--- config.mk ---
export PLATFORM = sky130hd
export DESIGN_NAME = mem_req_arbiter
export DESIGN_NICKNAME = d
export VERILOG_FILES = /design/src/rtl/mem_req_arbiter.sv
export SDC_FILE = /design/constraint.sdc
export NUM_CORES = 1
export LEC_CHECK = 0
export ABC_AREA = 1
export BUFFER_PORTS_ARGS = -buffer_cell sky130_fd_sc_hd__buf_2
export CORE_UTILIZATION = 50
export CTS_CLUSTER_DIAMETER = 150
export DETAILED_ROUTE_END_ITERATION = 8
export PLACE_DENSITY = 0.85
export SYNTH_ARGS = -nofsm -noshare
export SYNTH_HDL_FRONTEND = slang
export SYNTH_SLANG_ARGS = --single-unit
--- constraint.sdc ---
create_clock -name clk -period 3.74 [get_ports clk]
set_input_delay 0.187 -clock clk [delete_from_list [all_inputs] [get_ports clk]]
set_output_delay 0.187 -clock clk [all_outputs]
set_load 0.01 [all_outputs]
--- src/rtl/mem_req_arbiter.sv ---
// Single-outstanding arbiter: MMU data requests win over instruction fetch, with a
// starvation guard for fetch. Optional busy-timeout abort when ARB_TIMEOUT_EN is defined.
module mem_req_arbiter #(
    parameter int ADDR_WIDTH     = 32,
    parameter int DATA_WIDTH     = 32,
    parameter int STARVE_LIMIT   = 4,
    parameter int TIMEOUT_CYCLES = 64
) (
    input  logic                  clk,
    input  logic                  reset,
    input  logic                  i_req_valid,
    input  logic [ADDR_WIDTH-1:0] i_req_addr,
    output logic                  i_req_ready,
    output logic                  i_resp_valid,
    output logic [DATA_WIDTH-1:0] i_resp_data,
    output logic                  i_resp_err,
    input  logic                  d_req_valid,
    input  logic [ADDR_WIDTH-1:0] d_req_addr,
    input  logic [DATA_WIDTH-1:0] d_req_wdata,
    input  logic                  d_req_we,
    output logic                  d_req_ready,
    output logic                  d_resp_valid,
    output logic [DATA_WIDTH-1:0] d_resp_data,
    output logic                  d_resp_err,
    output logic                  mem_req_valid,
    output logic [ADDR_WIDTH-1:0] mem_addr,
    output logic [DATA_WIDTH-1:0] mem_wdata,
    output logic                  mem_we,
    input  logic                  mem_ack,
    input  logic [DATA_WIDTH-1:0] mem_rdata
);
    typedef enum logic [1:0] {
        ST_IDLE   = 2'd0,
        ST_BUSY_I = 2'd1,
        ST_BUSY_D = 2'd2
    } state_t;

    localparam int SW = $clog2(STARVE_LIMIT + 1);
    localparam logic [SW-1:0] STARVE_MAX = SW'(STARVE_LIMIT);

    state_t                state_r;
    state_t                state_nxt_s;
    logic [SW-1:0]         starve_cnt_r;
    logic                  grant_i_s;
    logic                  grant_d_s;
    logic                  done_s;
    logic                  abort_s;
    logic [DATA_WIDTH-1:0] resp_data_s;

    assign done_s = (state_r != ST_IDLE) && mem_ack;

`ifdef ARB_TIMEOUT_EN
    localparam int TW = $clog2(TIMEOUT_CYCLES + 1);
    logic [TW-1:0] busy_cnt_r;

    // Counts busy cycles; parked at zero in IDLE so every transaction starts fresh
    always_ff @(posedge clk) begin
        if (reset) begin
            busy_cnt_r <= {TW{1'b0}};
        end else if (state_r == ST_IDLE) begin
            busy_cnt_r <= {TW{1'b0}};
        end else begin
            busy_cnt_r <= busy_cnt_r + TW'(1);
        end
    end

    // An ack in the final busy cycle wins over the timeout
    assign abort_s = (state_r != ST_IDLE) && !mem_ack &&
                     (busy_cnt_r == TW'(TIMEOUT_CYCLES - 1));
`else
    localparam int timeout_cycles_unused = TIMEOUT_CYCLES;
    assign abort_s = 1'b0;
`endif

    // Arbitration: ready is combinational from request valids and state
    always_comb begin
        grant_i_s = 1'b0;
        grant_d_s = 1'b0;
        if (state_r == ST_IDLE) begin
            if (d_req_valid && i_req_valid) begin
                if (starve_cnt_r == STARVE_MAX) begin
                    grant_i_s = 1'b1;
                end else begin
                    grant_d_s = 1'b1;
                end
            end else if (d_req_valid) begin
                grant_d_s = 1'b1;
            end else if (i_req_valid) begin
                grant_i_s = 1'b1;
            end else begin
                grant_i_s = 1'b0;
            end
        end else begin
            grant_d_s = 1'b0;
        end
    end

    assign i_req_ready = grant_i_s;
    assign d_req_ready = grant_d_s;

    // Next-state logic
    always_comb begin
        state_nxt_s = state_r;
        case (state_r)
            ST_IDLE: begin
                if (grant_d_s) begin
                    state_nxt_s = ST_BUSY_D;
                end else if (grant_i_s) begin
                    state_nxt_s = ST_BUSY_I;
                end else begin
                    state_nxt_s = ST_IDLE;
                end
            end
            ST_BUSY_I, ST_BUSY_D: begin
                if (done_s || abort_s) begin
                    state_nxt_s = ST_IDLE;
                end else begin
                    state_nxt_s = state_r;
                end
            end
            default: state_nxt_s = ST_IDLE;
        endcase
    end

    // State register
    always_ff @(posedge clk) begin
        if (reset) begin
            state_r <= ST_IDLE;
        end else begin
            state_r <= state_nxt_s;
        end
    end

    // Response data: writes and aborts return zero
    always_comb begin
        resp_data_s = {DATA_WIDTH{1'b0}};
        if (done_s && !mem_we) begin
            resp_data_s = mem_rdata;
        end else begin
            resp_data_s = {DATA_WIDTH{1'b0}};
        end
    end

    // Starvation counter: consecutive data wins while fetch was waiting
    always_ff @(posedge clk) begin
        if (reset) begin
            starve_cnt_r <= {SW{1'b0}};
        end else if (grant_i_s) begin
            starve_cnt_r <= {SW{1'b0}};
        end else if (grant_d_s) begin
            if (!i_req_valid) begin
                starve_cnt_r <= {SW{1'b0}};
            end else if (starve_cnt_r != STARVE_MAX) begin
                starve_cnt_r <= starve_cnt_r + SW'(1);
            end
        end
    end

    // Memory port and response registers
    always_ff @(posedge clk) begin
        if (reset) begin
            mem_req_valid <= 1'b0;
            mem_addr      <= {ADDR_WIDTH{1'b0}};
            mem_wdata     <= {DATA_WIDTH{1'b0}};
            mem_we        <= 1'b0;
            i_resp_valid  <= 1'b0;
            i_resp_data   <= {DATA_WIDTH{1'b0}};
            i_resp_err    <= 1'b0;
            d_resp_valid  <= 1'b0;
            d_resp_data   <= {DATA_WIDTH{1'b0}};
            d_resp_err    <= 1'b0;
        end else begin
            i_resp_valid <= 1'b0;
            i_resp_err   <= 1'b0;
            d_resp_valid <= 1'b0;
            d_resp_err   <= 1'b0;
            if (grant_d_s) begin
                mem_req_valid <= 1'b1;
                mem_addr      <= d_req_addr;
                mem_wdata     <= d_req_wdata;
                mem_we        <= d_req_we;
            end else if (grant_i_s) begin
                mem_req_valid <= 1'b1;
                mem_addr      <= i_req_addr;
                mem_wdata     <= {DATA_WIDTH{1'b0}};
                mem_we        <= 1'b0;
            end else if (done_s || abort_s) begin
                mem_req_valid <= 1'b0;
                mem_addr      <= {ADDR_WIDTH{1'b0}};
                mem_wdata     <= {DATA_WIDTH{1'b0}};
                mem_we        <= 1'b0;
                if (state_r == ST_BUSY_I) begin
                    i_resp_valid <= 1'b1;
                    i_resp_err   <= abort_s;
                    i_resp_data  <= resp_data_s;
                end else begin
                    d_resp_valid <= 1'b1;
                    d_resp_err   <= abort_s;
                    d_resp_data  <= resp_data_s;
                end
            end
        end
    end
endmodule

==> flow_results.org <==
** Outcome
- Status :: finished clean

** Worst hold path
- The worst hold path belongs to the class in2reg.
- The worst hold path terminates at mem_wdata[11].
- The startpoint identified for the worst hold timing path is d_req_wdata[11].
- The worst hold path was traced through 3 stages.

** Cells and area
- Share of final-layout standard cells stronger than drive strength 1 :: 0.310
- Excluding fillers, the count of instances in the completed layout stands at ~1200.
- Design Area, Final :: roughly 7600 um2
- In the final design database the tool counted roughly 1100 nets.
- For this run, the share of the core covered by cells in the final layout is 0.693.
- The area growth from synthesis to layout is 33.0%.
- Final antenna diode count :: 0

** Clock tree
- The later pin in the worst-skew pair is clocked with a latency of around 410 ps.
- Clock buffers created by TritonCTS :: 17
- TritonCTS built the clock tree.
- Buffer type at the clock tree root :: sky130_fd_sc_hd__clkbuf_16
- Number of clock sinks :: about 140
- Number of buffers inserted to repair setup after CTS :: 0
- Number of cells upsized or downsized after cts :: 0
- After clock tree synthesis, the clock-pin slew on the worst setup and hold paths is 60 ps.
- The clock tree synthesis step divided the H-tree into 4 levels.
- Post-CTS Hold Buffers :: 0
- In this run the deepest clock path goes through 2 buffers.

** STA
- Final number of setup-violating endpoints :: 0
- Period Utilization, post-route :: 0.757
- Setup repair after global routing left no endpoint under its margin.
- Remaining max-slew budget at the tightest pin :: 0.274
- The clock arrives with between 5 and 6 ps of skew.
- At the pin with the least slew margin, the transition time is around 1100 ps.
- Setup slack of the critical path after layout :: slightly above 900 ps
- Fin crit period :: between 2000 and 3000 ps
- Timing would allow up to 0.353 GHz.
- Count of final hold-check violations :: 0
- For the final routed database, the setup TNS stands at 0 ps.
- The number of max-slew violations in the final report is 0.

** Drt
- Residual DRC :: 0
- In this run the remaining antenna-violating nets after routing total 0.
- Count of routing violations after the opening detailed-route iteration :: approximately 540
- Detailed routing inserted a total of about 6300 vias.
- Via density per instance :: roughly 5.4
- Initial DRT Pass Iterations :: 5
- Dividing the detail-routed wire length by the instance count gives about 15 um.
- Final routed wirelength across all metal layers :: 17100 um

** Power and ir drop
- The share of total power dissipated in sequential elements is 0.343.
- Of the total power, the share spent switching nets is 0.359.
- In this run the power density over the cells is just over 700 nW/um2.
- The worst-case IR drop observed on VDD is ~0.00045 V.
- Static leakage :: 3.73 nW
- Of the total power, combinational logic draws 0.337.
- Summed over all nets, the switching power comes to ~2 mW.
- Clock network fraction of total power :: 0.320
- Cell internal power was estimated by the tool at 3.56 mW.

** Worst setup path
- Worst setup slack for register-to-register paths :: roughly 1400 ps
- Worst Setup Path Type :: reg2out
- In this run the worst setup path begins at state_r[1].
- Among cell families on the critical path, the largest total delay comes from buffers and inverters.
- The signal on the critical path passes through inv_1 -> ha_1 -> nand2_2 -> buf_4 -> inv_2 -> nand2_1 -> inv_1 -> buf_2.
- For the worst setup path, the data arrival time is roughly 2600 ps.
- Worst path buffer plus inverter count :: 5
- Startpoint kind of the worst setup timing path :: register
- Data on the critical path is required at its endpoint by approximately 3600 ps.
- The largest single stage delay on the critical path is between 700 and 800 ps.
- The most numerous cell type found on the critical path is sky130_fd_sc_hd__inv_1.
- R2R Path Start :: state_r[0]
- Worst reg-to-reg path cell count :: 6
- In this run the critical register-to-register path is captured at mem_addr[8].
- The worst setup path is captured at an output pin.
- The slowest stage of the critical path is the sky130_fd_sc_hd__inv_2 cell.
- In this run the worst path has a maximum fanout of 54.

** Place
- Area of placed instances :: roughly 7000 um2
- Gpl congestion :: between 0.8 and 0.9
- Half-perimeter wire length of the detailed placement result :: around 11000 um
- In this run, placement finished with an instance count of around 1100.
- Timing analysis after detailed placement gives a worst setup slack of about 1400 ps.
- Count of buffers inserted at the top-level ports :: 267

** GRT
- Grt met1 use :: 0.330
- GRT Overall Usage :: 0.287
- The via count of the first global-routing pass is 5669.
- Wire length of the first global-routing pass :: between 20000 and 30000 um
- Pin count of the biggest net entering global routing :: a little over 100
- met2 is the most crowded layer.
- The initial antenna violation count is 1.
- Sum of overflow across all layers after global routing :: 0
- Met3 Resource Use GR :: 0.0849
- GR Util met2 :: 0.488

** Die
- Top-level port count :: 270
- Std-Cell Core Area :: 11000 um2
- Die outline area :: ~12000 um2
- FP Rows :: 38
- In this run the vertical extent of the chip is roughly 110 um.
- Starting Density :: 0.521
- In this run the horizontal extent of the chip is 109 um.

** Synth
- The synthesized netlist occupies a cell area of roughly 5700 um2.
- Cells after Synth :: 780
- Part of the Yosys area used for sequential elements :: 0.477
- Averaged over all synthesized cells, the footprint is 7.37 um2.
- Counting flops and latches in the post-synthesis netlist gives 137.
- Number of different library cells in the post-synthesis netlist :: 22
- Warning count from the yosys run :: 0

** Job
- Max-cap violations in this run came to 0.
[flip-flops by register name, summed over array words and instances (netlist names), 2 cells and up]
register / count
starve_cnt_r: 3
mem_wdata: 32
i_resp_data: 32
state_r: 2
mem_addr: 32
d_resp_data: 32
[power by group through the flow]
stage / combinational, mW / sequential [mW] / clock (mW)
floorplan: 1.15 / 2.06 / 0
global placement: 1.83 / 1.92 / 0
detailed placement: 1.85 / 1.92 / 0
CTS: 1.86 / 1.90 / 1.80
global route: 2.08 / 1.94 / 1.87
finish: 1.87 / 1.91 / 1.78
[final cells by class]
| type | count | area (um2) |
|---|---|---|
| flip-flops and latches | 137 | 2740 |
| well taps | 140 | 175 |
| inverters | 47 | 176 |
| repair buffers | 278 | 1420 |
| clock buffers | 24 | 492 |
| clock inverters | 8 | 140 |
| multi-input cells | 526 | 2500 |
| fillers | 918 | 3380 |
[through the flow]
step / total power [mW] / hold slack (ps)
CTS: 5.57 / 26.1
global route: 5.89 / 34.1
global placement: 3.76 / 449
detailed placement: 3.78 / 453
finish: 5.56 / 38.8
floorplan: 3.21 / 347
[Yosys cell counts (all sizes together)]
| cell | number | area share |
|---|---|---|
| a21oi | 101 | 0.088 |
| nor2 | 103 | 0.068 |
| nand4 | 66 | 0.072 |
| dfxtp | 137 | 0.48 |
| nand3 | 100 | 0.089 |
| clkbuf | 34 | 0.023 |
| a31oi | 1 | 0.0011 |
| o21ai | 34 | 0.030 |
| ha | 4 | 0.0087 |
| nand2 | 115 | 0.076 |
| buf | 37 | 0.037 |
| conb | 1 | 0.00065 |
| inv | 47 | 0.031 |
[cell families after synthesis]
kind of cell,Yosys count,synth area share
simple gates,384,0.305
buf+inv,118,0.0899
fa+ha+maj,4,0.00871
other cells,1,0.000652
compound gates,136,0.119
flops,137,0.477
[worst register-to-register path: cells and delay by family, from the launching register on]
| kind | cells | cell delay (ps) |
|---|---|---|
| AO/OA/AOI/OAI | 1 | 400 |
| adder cells (fa/ha/maj) | 1 | 240 |
| buffers and inverters | 1 | 50 |
| flip-flops | 1 | 350 |
| AND/OR/NAND/NOR | 3 | 1230 |
[routing by layer]
layer | vias up | share of wire
met4 | 2 | 0.024
met3 | 41 | 0.088
li1 | 3073 | -
met2 | 308 | 0.49
met1 | 2828 | 0.40
met5 | - | 0.00076
[layout by cell type (no fill, tap or decap), types with 12 or more instances in the layout]
| master | instances |
|---|---|
| sky130_fd_sc_hd__buf_2 | 266 |
| sky130_fd_sc_hd__dfxtp_1 | 137 |
| sky130_fd_sc_hd__nand2_1 | 112 |
| sky130_fd_sc_hd__nor2_1 | 102 |
| sky130_fd_sc_hd__a21oi_1 | 101 |
| sky130_fd_sc_hd__nand3_1 | 98 |
| sky130_fd_sc_hd__nand4_1 | 66 |
| sky130_fd_sc_hd__inv_1 | 44 |
| sky130_fd_sc_hd__o21ai_1 | 22 |
| sky130_fd_sc_hd__clkbuf_16 | 17 |
| sky130_fd_sc_hd__o21ai_0 | 12 |
| sky130_fd_sc_hd__buf_4 | 12 |
[worst max path at each step]
| stage | cells after the start | end | slack, ps |
|---|---|---|---|
| final | 8 | d_req_ready | 910 |
| after global routing | 8 | d_req_ready | 660 |
| after CTS | 8 | d_req_ready | 890 |
| after detailed placement | 8 | d_req_ready | 1380 |
| after global placement | 6 | mem_addr[10] | 1420 |
| after floorplan | 10 | mem_addr[10] | 2300 |
Note: power is estimated with default switching activity, not from simulation.
